**src/rtl/ex_div_ctrl_pkg.sv**
```systemverilog
// ex_div_ctrl_pkg: shared types, widths and helpers for the EX-stage divide unit
package ex_div_ctrl_pkg;
  localparam int XLEN = 32;
  localparam int CNT_W = 5;
  localparam int DIV_LATENCY = XLEN + 1;
  localparam logic [XLEN-1:0] ZERO_WORD = '0;
  typedef enum logic [1:0] {
    EX_DIV_OP  = 2'b00,
    EX_DIVU_OP = 2'b01,
    EX_REM_OP  = 2'b10,
    EX_REMU_OP = 2'b11
  } div_op_e;
  typedef enum logic [1:0] {IDLE, BUSY, DONE} div_state_e;
  function automatic logic [XLEN-1:0] neg_if(input logic [XLEN-1:0] v, input logic n);
    return n ? -v : v;
  endfunction
endpackage

```
**src/rtl/ex_div_ctrl_if.sv**
```systemverilog
// ex_div_ctrl_if: EX-stage <-> divider handshake, operands and result
interface ex_div_ctrl_if;
  import ex_div_ctrl_pkg::*;
  logic start_i;
  div_op_e op_i;
  logic [XLEN-1:0] dividend_i;
  logic [XLEN-1:0] divisor_i;
  logic annul_i;
  logic stall_req_o;
  logic [XLEN-1:0] result_o;
  logic result_valid_o;
  logic busy_o;
  modport master (
    output start_i, op_i, dividend_i, divisor_i, annul_i,
    input  stall_req_o, result_o, result_valid_o, busy_o
  );
  modport slave (
    input  start_i, op_i, dividend_i, divisor_i, annul_i,
    output stall_req_o, result_o, result_valid_o, busy_o
  );
endinterface

```
**src/rtl/ex_div_ctrl_div_step.sv**
```systemverilog
// ex_div_ctrl_div_step: one combinational restoring-division iteration
module ex_div_ctrl_div_step
  import ex_div_ctrl_pkg::*;
(
  input  logic [XLEN-1:0] rem_in,
  input  logic [XLEN-1:0] quo_in,
  input  logic [XLEN-1:0] divisor,
  output logic [XLEN-1:0] rem_out,
  output logic [XLEN-1:0] quo_out
);
  logic [XLEN:0] trial;
  logic ge;
  assign trial = {rem_in, quo_in[XLEN-1]};
  assign ge = trial >= {1'b0, divisor};
  assign rem_out = ge ? trial[XLEN-1:0] - divisor : trial[XLEN-1:0];
  assign quo_out = {quo_in[XLEN-2:0], ge};
endmodule

```
**src/rtl/ex_div_ctrl.sv**
```systemverilog
// ex_div_ctrl: multi-cycle RV32M DIV/DIVU/REM/REMU unit with pipeline stall request
// Optional last-result cache enabled by defining EX_DIV_CACHE_EN.
module ex_div_ctrl
  import ex_div_ctrl_pkg::*;
(
  input logic clk,
  input logic rst,
  ex_div_ctrl_if.slave bus
);
  div_state_e state_q, state_d;
  logic [CNT_W-1:0] cnt_q, cnt_d;
  logic rsel_q, rsel_d, nq_q, nq_d, nr_q, nr_d;
  logic [XLEN-1:0] rem_q, rem_d, quo_q, quo_d, dvs_q, dvs_d, result_q, result_d;
  logic [XLEN-1:0] rem_s, quo_s, iq, ir, fq, fr, c_quo, c_rem;
  logic sgn, sa, sb, accept, dz, ovf, hit, last, to_done;
  ex_div_ctrl_div_step u_step (
    .rem_in(rem_q), .quo_in(quo_q), .divisor(dvs_q), .rem_out(rem_s), .quo_out(quo_s)
  );
`ifdef EX_DIV_CACHE_EN
  logic c_vld_q, c_vld_d, c_s_q, c_s_d;
  logic [XLEN-1:0] c_a_q, c_a_d, c_b_q, c_b_d, c_quo_q, c_quo_d, c_rem_q, c_rem_d;
  assign hit = c_vld_q && bus.dividend_i == c_a_q && bus.divisor_i == c_b_q && sgn == c_s_q;
  assign c_quo = c_quo_q;
  assign c_rem = c_rem_q;
  // A missing op invalidates the entry until it completes un-annulled
  always_comb begin
    c_vld_d = (accept && !hit) ? 1'b0 : (state_q == DONE && !bus.annul_i) ? 1'b1 : c_vld_q;
    c_a_d = (accept && !hit) ? bus.dividend_i : c_a_q;
    c_b_d = (accept && !hit) ? bus.divisor_i : c_b_q;
    c_s_d = (accept && !hit) ? sgn : c_s_q;
    c_quo_d = to_done ? fq : c_quo_q;
    c_rem_d = to_done ? fr : c_rem_q;
  end
  always_ff @(posedge clk or negedge rst)
    if (!rst) begin
      c_vld_q <= 1'b0;
      c_s_q <= 1'b0;
      c_a_q <= ZERO_WORD;
      c_b_q <= ZERO_WORD;
      c_quo_q <= ZERO_WORD;
      c_rem_q <= ZERO_WORD;
    end else begin
      c_vld_q <= c_vld_d;
      c_s_q <= c_s_d;
      c_a_q <= c_a_d;
      c_b_q <= c_b_d;
      c_quo_q <= c_quo_d;
      c_rem_q <= c_rem_d;
    end
`else
  assign hit = 1'b0;
  assign c_quo = ZERO_WORD;
  assign c_rem = ZERO_WORD;
`endif
  always_comb begin
    sgn = !bus.op_i[0];
    sa = sgn & bus.dividend_i[XLEN-1];
    sb = sgn & bus.divisor_i[XLEN-1];
    accept = state_q == IDLE && bus.start_i && !bus.annul_i;
    dz = bus.divisor_i == ZERO_WORD;
    ovf = sgn && bus.dividend_i == {1'b1, {(XLEN-1){1'b0}}} && (&bus.divisor_i);
    last = state_q == BUSY && cnt_q == CNT_W'(XLEN-1);
    iq = hit ? c_quo : dz ? '1 : bus.dividend_i;
    ir = hit ? c_rem : dz ? bus.dividend_i : ZERO_WORD;
    fq = state_q == IDLE ? iq : neg_if(quo_s, nq_q);
    fr = state_q == IDLE ? ir : neg_if(rem_s, nr_q);
    state_d = bus.annul_i ? IDLE : accept ? ((dz || ovf || hit) ? DONE : BUSY) :
              last ? DONE : state_q == BUSY ? BUSY : IDLE;
    to_done = state_d == DONE;
    cnt_d = state_q == BUSY ? cnt_q + CNT_W'(1) : '0;
    rsel_d = accept ? bus.op_i[1] : rsel_q;
    nq_d = accept ? sa ^ sb : nq_q;
    nr_d = accept ? sa : nr_q;
    dvs_d = accept ? neg_if(bus.divisor_i, sb) : dvs_q;
    quo_d = accept ? neg_if(bus.dividend_i, sa) : state_q == BUSY ? quo_s : quo_q;
    rem_d = accept ? ZERO_WORD : state_q == BUSY ? rem_s : rem_q;
    result_d = to_done ? ((accept ? bus.op_i[1] : rsel_q) ? fr : fq) : result_q;
  end
  always_ff @(posedge clk or negedge rst)
    if (!rst) begin
      state_q <= IDLE;
      cnt_q <= '0;
      rsel_q <= 1'b0;
      nq_q <= 1'b0;
      nr_q <= 1'b0;
      dvs_q <= ZERO_WORD;
      quo_q <= ZERO_WORD;
      rem_q <= ZERO_WORD;
      result_q <= ZERO_WORD;
    end else begin
      state_q <= state_d;
      cnt_q <= cnt_d;
      rsel_q <= rsel_d;
      nq_q <= nq_d;
      nr_q <= nr_d;
      dvs_q <= dvs_d;
      quo_q <= quo_d;
      rem_q <= rem_d;
      result_q <= result_d;
    end
  assign bus.stall_req_o = accept || (state_q == BUSY && !bus.annul_i);
  assign bus.result_valid_o = state_q == DONE && !bus.annul_i;
  assign bus.busy_o = state_q != IDLE;
  assign bus.result_o = result_q;
endmodule

```
**src/flat_wrapper.sv**
```systemverilog
// flat-port wrapper written by rule: the top's interface ports become plain ports
module ex_div_ctrl_flat import ex_div_ctrl_pkg::*;
  (clk, rst, bus_start_i, bus_op_i, bus_dividend_i, bus_divisor_i, bus_annul_i, bus_stall_req_o, bus_result_o, bus_result_valid_o, bus_busy_o);
  ex_div_ctrl_if bus_i ();
  input logic clk;
  input logic rst;
  input wire logic [$bits(bus_i.start_i)-1:0] bus_start_i;
  input wire logic [$bits(bus_i.op_i)-1:0] bus_op_i;
  input wire logic [$bits(bus_i.dividend_i)-1:0] bus_dividend_i;
  input wire logic [$bits(bus_i.divisor_i)-1:0] bus_divisor_i;
  input wire logic [$bits(bus_i.annul_i)-1:0] bus_annul_i;
  output wire logic [$bits(bus_i.stall_req_o)-1:0] bus_stall_req_o;
  output wire logic [$bits(bus_i.result_o)-1:0] bus_result_o;
  output wire logic [$bits(bus_i.result_valid_o)-1:0] bus_result_valid_o;
  output wire logic [$bits(bus_i.busy_o)-1:0] bus_busy_o;
  assign bus_i.start_i = bus_start_i;
  assign bus_i.op_i = bus_op_i;
  assign bus_i.dividend_i = bus_dividend_i;
  assign bus_i.divisor_i = bus_divisor_i;
  assign bus_i.annul_i = bus_annul_i;
  assign bus_stall_req_o = bus_i.stall_req_o;
  assign bus_result_o = bus_i.result_o;
  assign bus_result_valid_o = bus_i.result_valid_o;
  assign bus_busy_o = bus_i.busy_o;
  ex_div_ctrl u_core (.clk(clk), .rst(rst), .bus(bus_i));
endmodule
```
**config.mk**
```make
export PLATFORM = sky130hd
export DESIGN_NAME = ex_div_ctrl_flat
export DESIGN_NICKNAME = d
export VERILOG_FILES = /design/src/rtl/ex_div_ctrl_pkg.sv /design/src/rtl/ex_div_ctrl_if.sv /design/src/rtl/ex_div_ctrl_div_step.sv /design/src/rtl/ex_div_ctrl.sv /design/src/flat_wrapper.sv
export SDC_FILE = /design/constraint.sdc
export NUM_CORES = 1
export LEC_CHECK = 0
export ABC_AREA = 1
export BUFFER_PORTS_ARGS = -buffer_cell sky130_fd_sc_hd__clkbuf_2
export CELL_PAD_IN_SITES_DETAIL_PLACEMENT = 2
export CELL_PAD_IN_SITES_GLOBAL_PLACEMENT = 2
export CORE_MARGIN = 8
export CORE_UTILIZATION = 36
export DETAILED_ROUTE_END_ITERATION = 16
export PLACE_DENSITY_LB_ADDON = 0.1
export SYNTH_ARGS = -nofsm -noshare
export SYNTH_HDL_FRONTEND = slang
export SYNTH_HIERARCHICAL = 1
export SYNTH_SLANG_ARGS = --single-unit
```
**constraint.sdc**
```tcl
create_clock -name clk -period 7.6 [get_ports clk]
set_clock_uncertainty 0.2 [all_clocks]
set_input_delay 1.52 -clock clk [delete_from_list [all_inputs] [get_ports clk]]
set_output_delay 1.52 -clock clk [all_outputs]
set_load 0.05 [all_outputs]
```
[Yosys cells after proc, flatten, opt, wreduce, memory -nomap -nowiden]
Cells that the tools add are included.
Word-level totals
  memory bits (writable): 0
  memories: 0
  output and inout port bits: 35
  ROM bits: 0
  register bits after elaboration: 138
  bits in latches: 0
  word-level logic and storage cells: 61
  bits of input ports: 70
Operators by class
  order comparisons: 1
  shift-type cells: 0
  eq/ne operators: 5
  reduce and logical (&&, ||, !) cells: 16
  $mul: 0
  add/sub/neg operators: 6
  muxes and demuxes: 21
  bitwise operators: 3
  div/mod/pow operators: 0
Operator list (number)
  two-way mux 32 bit: 14
  negator 32 bit: 4
  greater-or-equal comparator 33 x 32 -> 1 bit: 1
  equality test 32 bit (second input constant): 1
  logical NOT 32 bit: 1
  AND reduction 32 bit: 1
  subtractor 32 bit: 1
  two-way mux 2 bit: 4
  logical AND 1 bit: 7
  adder 5 x 1 -> 5 bit (second input constant): 1
  equality test 5 bit (second input constant): 1
  two-way mux 5 bit: 1
  equality test 2 bit (second input constant): 2
  nonzero test 2 bit: 2
  bitwise AND 1 bit: 2
  equality test 2 x 1 -> 1 bit (second input constant): 1
  logical NOT 1 bit: 2
  logical NOT 2 bit: 1
  logical OR 1 bit: 2
  two-way mux 1 bit: 2
  XOR 1 bit: 1

[Logic depth before layout (Yosys ltp)]
  depth in word-level cells: 8
  depth in mapped cells: 29
  mapped depth without buffers: 27

[Cells and area by module]
The synthesis kept the hierarchy.
Modules (own cells, without submodules)
  ex_div_ctrl: cells each 1664, area each 10516.3 um^2, times used 1, seq. area each 3453.3 um^2
  ex_div_ctrl_div_step: cells each 679, area each 3400.8 um^2, times used 1, seq. area each 0.0 um^2

[Least setup slack after synthesis]
No wires, ideal clock.
  kind: input port to output port
  start point: in bus_annul_i
  end point: out bus_result_valid_o
  setup slack: 3.284 ns
  buffers on the path: 0
  arrival: 2.596 ns
  stages: 1
  data required time: 5.880 ns
  cells stage by stage: nor3_1
Between the ends
  longest elaborated chain between the ends: 2
RTL lines
  from (decl): RTL line flat_wrapper.sv:11  | input wire logic [$bits(bus_i.annul_i)-1:0] bus_annul_i;
  logical NOT 1 bit: RTL line ex_div_ctrl.sv:102  | assign bus.result_valid_o = state_q == DONE && !bus.annul_i;
  logical AND 1 bit: RTL line ex_div_ctrl.sv:102
  to (decl): RTL line flat_wrapper.sv:14  | output wire logic [$bits(bus_i.result_valid_o)-1:0] bus_result_valid_o;
Every way passes these cells.

[Worst setup path after layout]
  start point: reg u_core.rem_q[2]
  end point: reg u_core.result_q[28] (netlist: u_core/bus.result_o[28])
Between the ends
  longest elaborated chain between the ends: 6
  elaborated cells between the ends (all ways): 10
  classes of those cells: 3 x add/sub; 1 x order compare; 6 x mux
RTL lines
  from (decl): RTL line ex_div_ctrl.sv:13  | logic [XLEN-1:0] rem_q, rem_d, quo_q, quo_d, dvs_q, dvs_d, result_q, result_d;
  from (signal assigned): RTL line ex_div_ctrl.sv:98  | rem_q <= rem_d;
  greater-or-equal comparator 33 x 32 -> 1 bit (*): RTL line ex_div_ctrl_div_step.sv:14  | assign ge = trial >= {1'b0, divisor};
  named net u_core.quo_s[0]: RTL line ex_div_ctrl.sv:14  | logic [XLEN-1:0] rem_s, quo_s, iq, ir, fq, fr, c_quo, c_rem;
  two-way mux 32 bit: RTL line ex_div_ctrl_div_step.sv:15  | assign rem_out = ge ? trial[XLEN-1:0] - divisor : trial[XLEN-1:0];
  negator 32 bit: RTL line ex_div_ctrl_pkg.sv:15  | return n ? -v : v;
  two-way mux 32 bit: RTL line ex_div_ctrl_pkg.sv:15
  two-way mux 32 bit: RTL line ex_div_ctrl.sv:66  | fr = state_q == IDLE ? ir : neg_if(rem_s, nr_q);
  two-way mux 32 bit (*): RTL line ex_div_ctrl.sv:77  | result_d = to_done ? ((accept ? bus.op_i[1] : rsel_q) ? fr : fq) : result_q;
  to (signal assigned): RTL line ex_div_ctrl.sv:99  | result_q <= result_d;
  to (decl): RTL line ex_div_ctrl.sv:13
Mark *: on every way through the listed nets, which the timed path passes. The rest lies on a longest branch.
A chain may end at the register's enable or synchronous reset.

==> impl_metrics.csv <==
group,metric,value,unit
run_status,run_status,"finished, final reports clean",
yosys,yosysTopAreaCell,"dfrtp_1",
timing,maxSlewViolCount,0,
drt,dr.pass1.iters,5,
pwr,intPower,2.70,mW
yosys,synth_top_area_share,24.8,%
pwr,p_sw_share,59.8,%
drt,routedWlPerCell,23.0,um
pwr,seq_power_share,19.2,%
cts,htreeDepth,4,
cts,clk_latency,0.47,ns
yosys,ys_async_sr_fraction,100,%
final_layout,fin_area,15200,sq um
placed_design,post_dp_cell_area,14500,sq um
worst_hold_path,hold_path_class,"reg2reg",
yosys,synth_ff_type,"dfrtp_1",
drt,num_vias,15986,
drt,ant_nets,0,
timing,fin_ws,2.78,ns
yosys,synth-edff-count,0,
timing,rsz0062_at_grt,"false",
timing,hold_ws,0.288,ns
grt,antenna_found_initial,1,
grt,grt_pass1_vias,17070,
drt,dr.first_iter.drc_count,1114,
grt,grt_use_total,29.7,%
placed_design,gp_congestion,0.942,
pwr,ir_drop,200,uV
die,dieArea,45200,sq um
pwr,p_comb_share,66.9,%
final_layout,regArea,3450,sq um
setup_path,worstRegToRegCells,22,
grt,grt_start_max_net_pins,89,
grt,grt_first_pass_wirelength,103000,um
setup_path,r2r-end,"u_core/bus.result_o[28]",
cts,cts.sink_count,138,
pwr,switchingPower,4.02,mW
cts,cts-buffers-inserted,17,
setup_path,crit_fanout,35,
grt,grt-ovfl-total,0,
placed_design,io_buffer_count,104,
setup_path,crit_arrival,4.96,ns
yosys,synth-simple-area-share,45.2,%
final_layout,fillers,5025,
timing,worst-slew-pin-transition,0.973,ns
cts,path_clk_slew,0.08,ns
timing,hold_viol,0,
setup_path,start_kind,"register",
timing,slew-limit-headroom,34.9,%
yosys,synth_fa_ha_area_share,3.65,%
final_layout,multiInputGateArea,8680,sq um
die,rows,72,
yosys,seq_area_frac_synth,24.8,%
die,initial_core_util,36.3,%
cts,cts.repair.resized,0,
cts,root_buffer,"clkbuf_16",
die,core_area,38400,sq um
yosys,netlist_instances,2343,
cts,post-cts-setup-buffer-count,0,
timing,setup_violations,0,
timing,timing.final.crit_share,63.4,%
timing,period_needed,4.82,ns
cts,ctsHoldBuffers,0,
drt,vias_per_cell,5.51,
setup_path,crit_required,7.74,ns
pwr,finalPower,6.72,mW
die,die_y,213,um
yosys,synth-xor-area-share,3.84,%
setup_path,r2r_slack,2.78,ns
timing,setup_tns,0,ns
yosys,synth_top_family_by_area,"simple AND/OR/NAND/NOR gates",
pwr,p_clk_share,14.0,%
pwr,powerDensity,443,nW/um^2
yosys,syn_area,13900,sq um
worst_hold_path,holdPathStages,2,
yosys,synth_compound_area_share,9.57,%
yosys,yosys_register_bits,138,
cts,cts_tree,"yes",
setup_path,r2r-start,"u_core/rem_q[2]",
final_layout,area_delta_synth_final,8.88,%
setup_path,end_kind,"register",
cts,cts_max_path_buffers,2,
final_layout,num_antenna_cells,0,
placed_design,dpl.hpwl,53200,um
final_layout,drive_gt1_share,8.99,%
run,cap_viol_max_count,0,
die,io_pins,105,
worst_hold_path,worstHoldStart,"u_core/bus.result_o[23]",
drt,routed_wl,66600,um
placed_design,dp_slack,2.89,ns
pwr,power.leakage,7.95,nW
drt,drcViolationCount,0,
yosys,ys.warnings.count,6,
yosys,synth.distinct_cells,48,
yosys,synth.area.mux_share,0.0809,%
setup_path,critical_path_class,"reg2reg",
yosys,syn-num-nets,2453,
worst_hold_path,hold_end,"u_core/bus.result_o[23]",
timing,fmax,0.208,GHz
final_layout,final_nets,2478,
die,dieWidth,213,um
yosys,syn_area_per_cell,5.94,sq um
yosys,synth_area_leaders,"dfrtp_1 (25%), nand2_1 (22%), nand3_1 (10%)",
## power by group through the flow
| stage | clock network (mW) | logic [mW] | registers [mW] |
|---|---|---|---|
| finish | 0.939 | 4.49 | 1.29 |
| detailed placement | 0 | 4.40 | 1.29 |
| CTS | 0.955 | 4.45 | 1.28 |
| global placement | 0 | 4.25 | 1.28 |
| global route | 0.980 | 4.92 | 1.31 |
| floorplan | 0 | 2.87 | 1.43 |
## through the flow
step | std cells | util [%]
finish | 2899 | 39.5
global route | 2899 | 39.5
CTS | 2899 | 39.5
detailed placement | 2867 | 37.9
global placement | 2867 | 37.9
floorplan | 2343 | -
## worst max-delay path, stage by stage, from the launching register on
cell	delay [ns]
dfrtp_1	0.40
ha_1	0.46
nand2_2	0.19
inv_1	0.05
nand2_1	0.08
nand2_1	0.05
nand2_1	0.06
nand3_2	0.13
nand2_2	0.11
nand2_2	0.09
nand2_4	0.33
nand2_8	0.27
inv_1	0.20
ha_1	0.19
nand3_1	0.13
nand2_1	0.12
nand2_1	0.14
nor2_1	0.76
nand4_1	0.20
nand3_1	0.15
nand3_1	0.10
nand3_1	0.13
nand2_1	0.08
## sequential cells by signal, summed over array words and instances, names as in the netlist
signal and flops:
u_core/rsel_q 1, u_core/nr_q 1, u_core/rem_q 32, u_core/state_q 2, u_core/cnt_q 5, u_core/quo_q 32
u_core/dvs_q 32, u_core/nq_q 1, u_core/bus.result_o 32
## cell usage in the layout, fill, tap and decap left out, types with 35 or more instances in the layout
master / count
ha_1: 39
xor2_1: 56
nor2_1: 223
clkbuf_2: 103
o21ai_0: 154
nand4_1: 35
inv_1: 288
dfrtp_1: 138
nand2_1: 820
nand3_1: 278
a21oi_1: 42
## metal layers
layer | track usage, % | up-vias | part of all wire, %
met5 | 0 | - | 0.017
met4 | 8.76 | 2 | 2.5
met3 | 5.10 | 79 | 5.3
met2 | 45.7 | 375 | 44
met1 | 42.1 | 8079 | 49
li1 | - | 7451 | -
## layout make-up
| type | instances | share of cell area, % |
|---|---|---|
| Clock buffer | 17 | 2.81 |
| Clock inverter | 15 | 1.33 |
| Inverter | 295 | 7.32 |
| Multi-Input combinational cell | 1798 | 57.3 |
| Sequential cell | 138 | 22.8 |
| Tap cell | 518 | 4.28 |
| Timing Repair Buffer | 118 | 4.17 |
## synthesized netlist by cell type, types with 2 or more instances
master    instances
o221ai_1          3
clkbuf_1         36
o21ai_2           2
buf_4            36
buf_6            10
a21oi_1          42
and2_1            8
nor3_2            3
nor3_1           15
buf_12            2
clkinv_1          2
nor2_1          225
nand2_2          18
o21ai_0         154
nor2_2            6
nand3_2          13
nand3b_1         16
ha_1             39
nand4_1          35
xnor2_1           5
o211ai_1         10
nor2_4            7
a21o_1            2
o31ai_1           3
buf_2            18
nand3_4           2
nand3_1         279
xor2_1           56
inv_1           288
nor2_8            2
inv_2             4
o21bai_1          6
nand2_1         820
buf_1            10
dfrtp_1         138
o21ai_1          10
a22o_1            7
## cells by family after synthesis
logic type,count (synthesis)
flops,138
buf+inv,407
fa+ha+maj,40
simple gates,1452
xor+xnor,61
mux,1
compound gates,244
## how the worst max path moves through the flow
stage / start / endpoint / slack [ns] / cells after the start
finish: u_core/rem_q[2] / u_core/bus.result_o[28] / 2.78 / 22
CTS: bus_annul_i / bus_stall_req_o / 2.88 / 6
floorplan: bus_annul_i / bus_result_valid_o / 3.28 / 1
global route: u_core/rem_q[2] / u_core/bus.result_o[16] / 2.51 / 22
global placement: bus_annul_i / bus_stall_req_o / 2.94 / 6
detailed placement: bus_annul_i / bus_stall_req_o / 2.89 / 6
No activity file was read; power rests on OpenSTA's default activity.
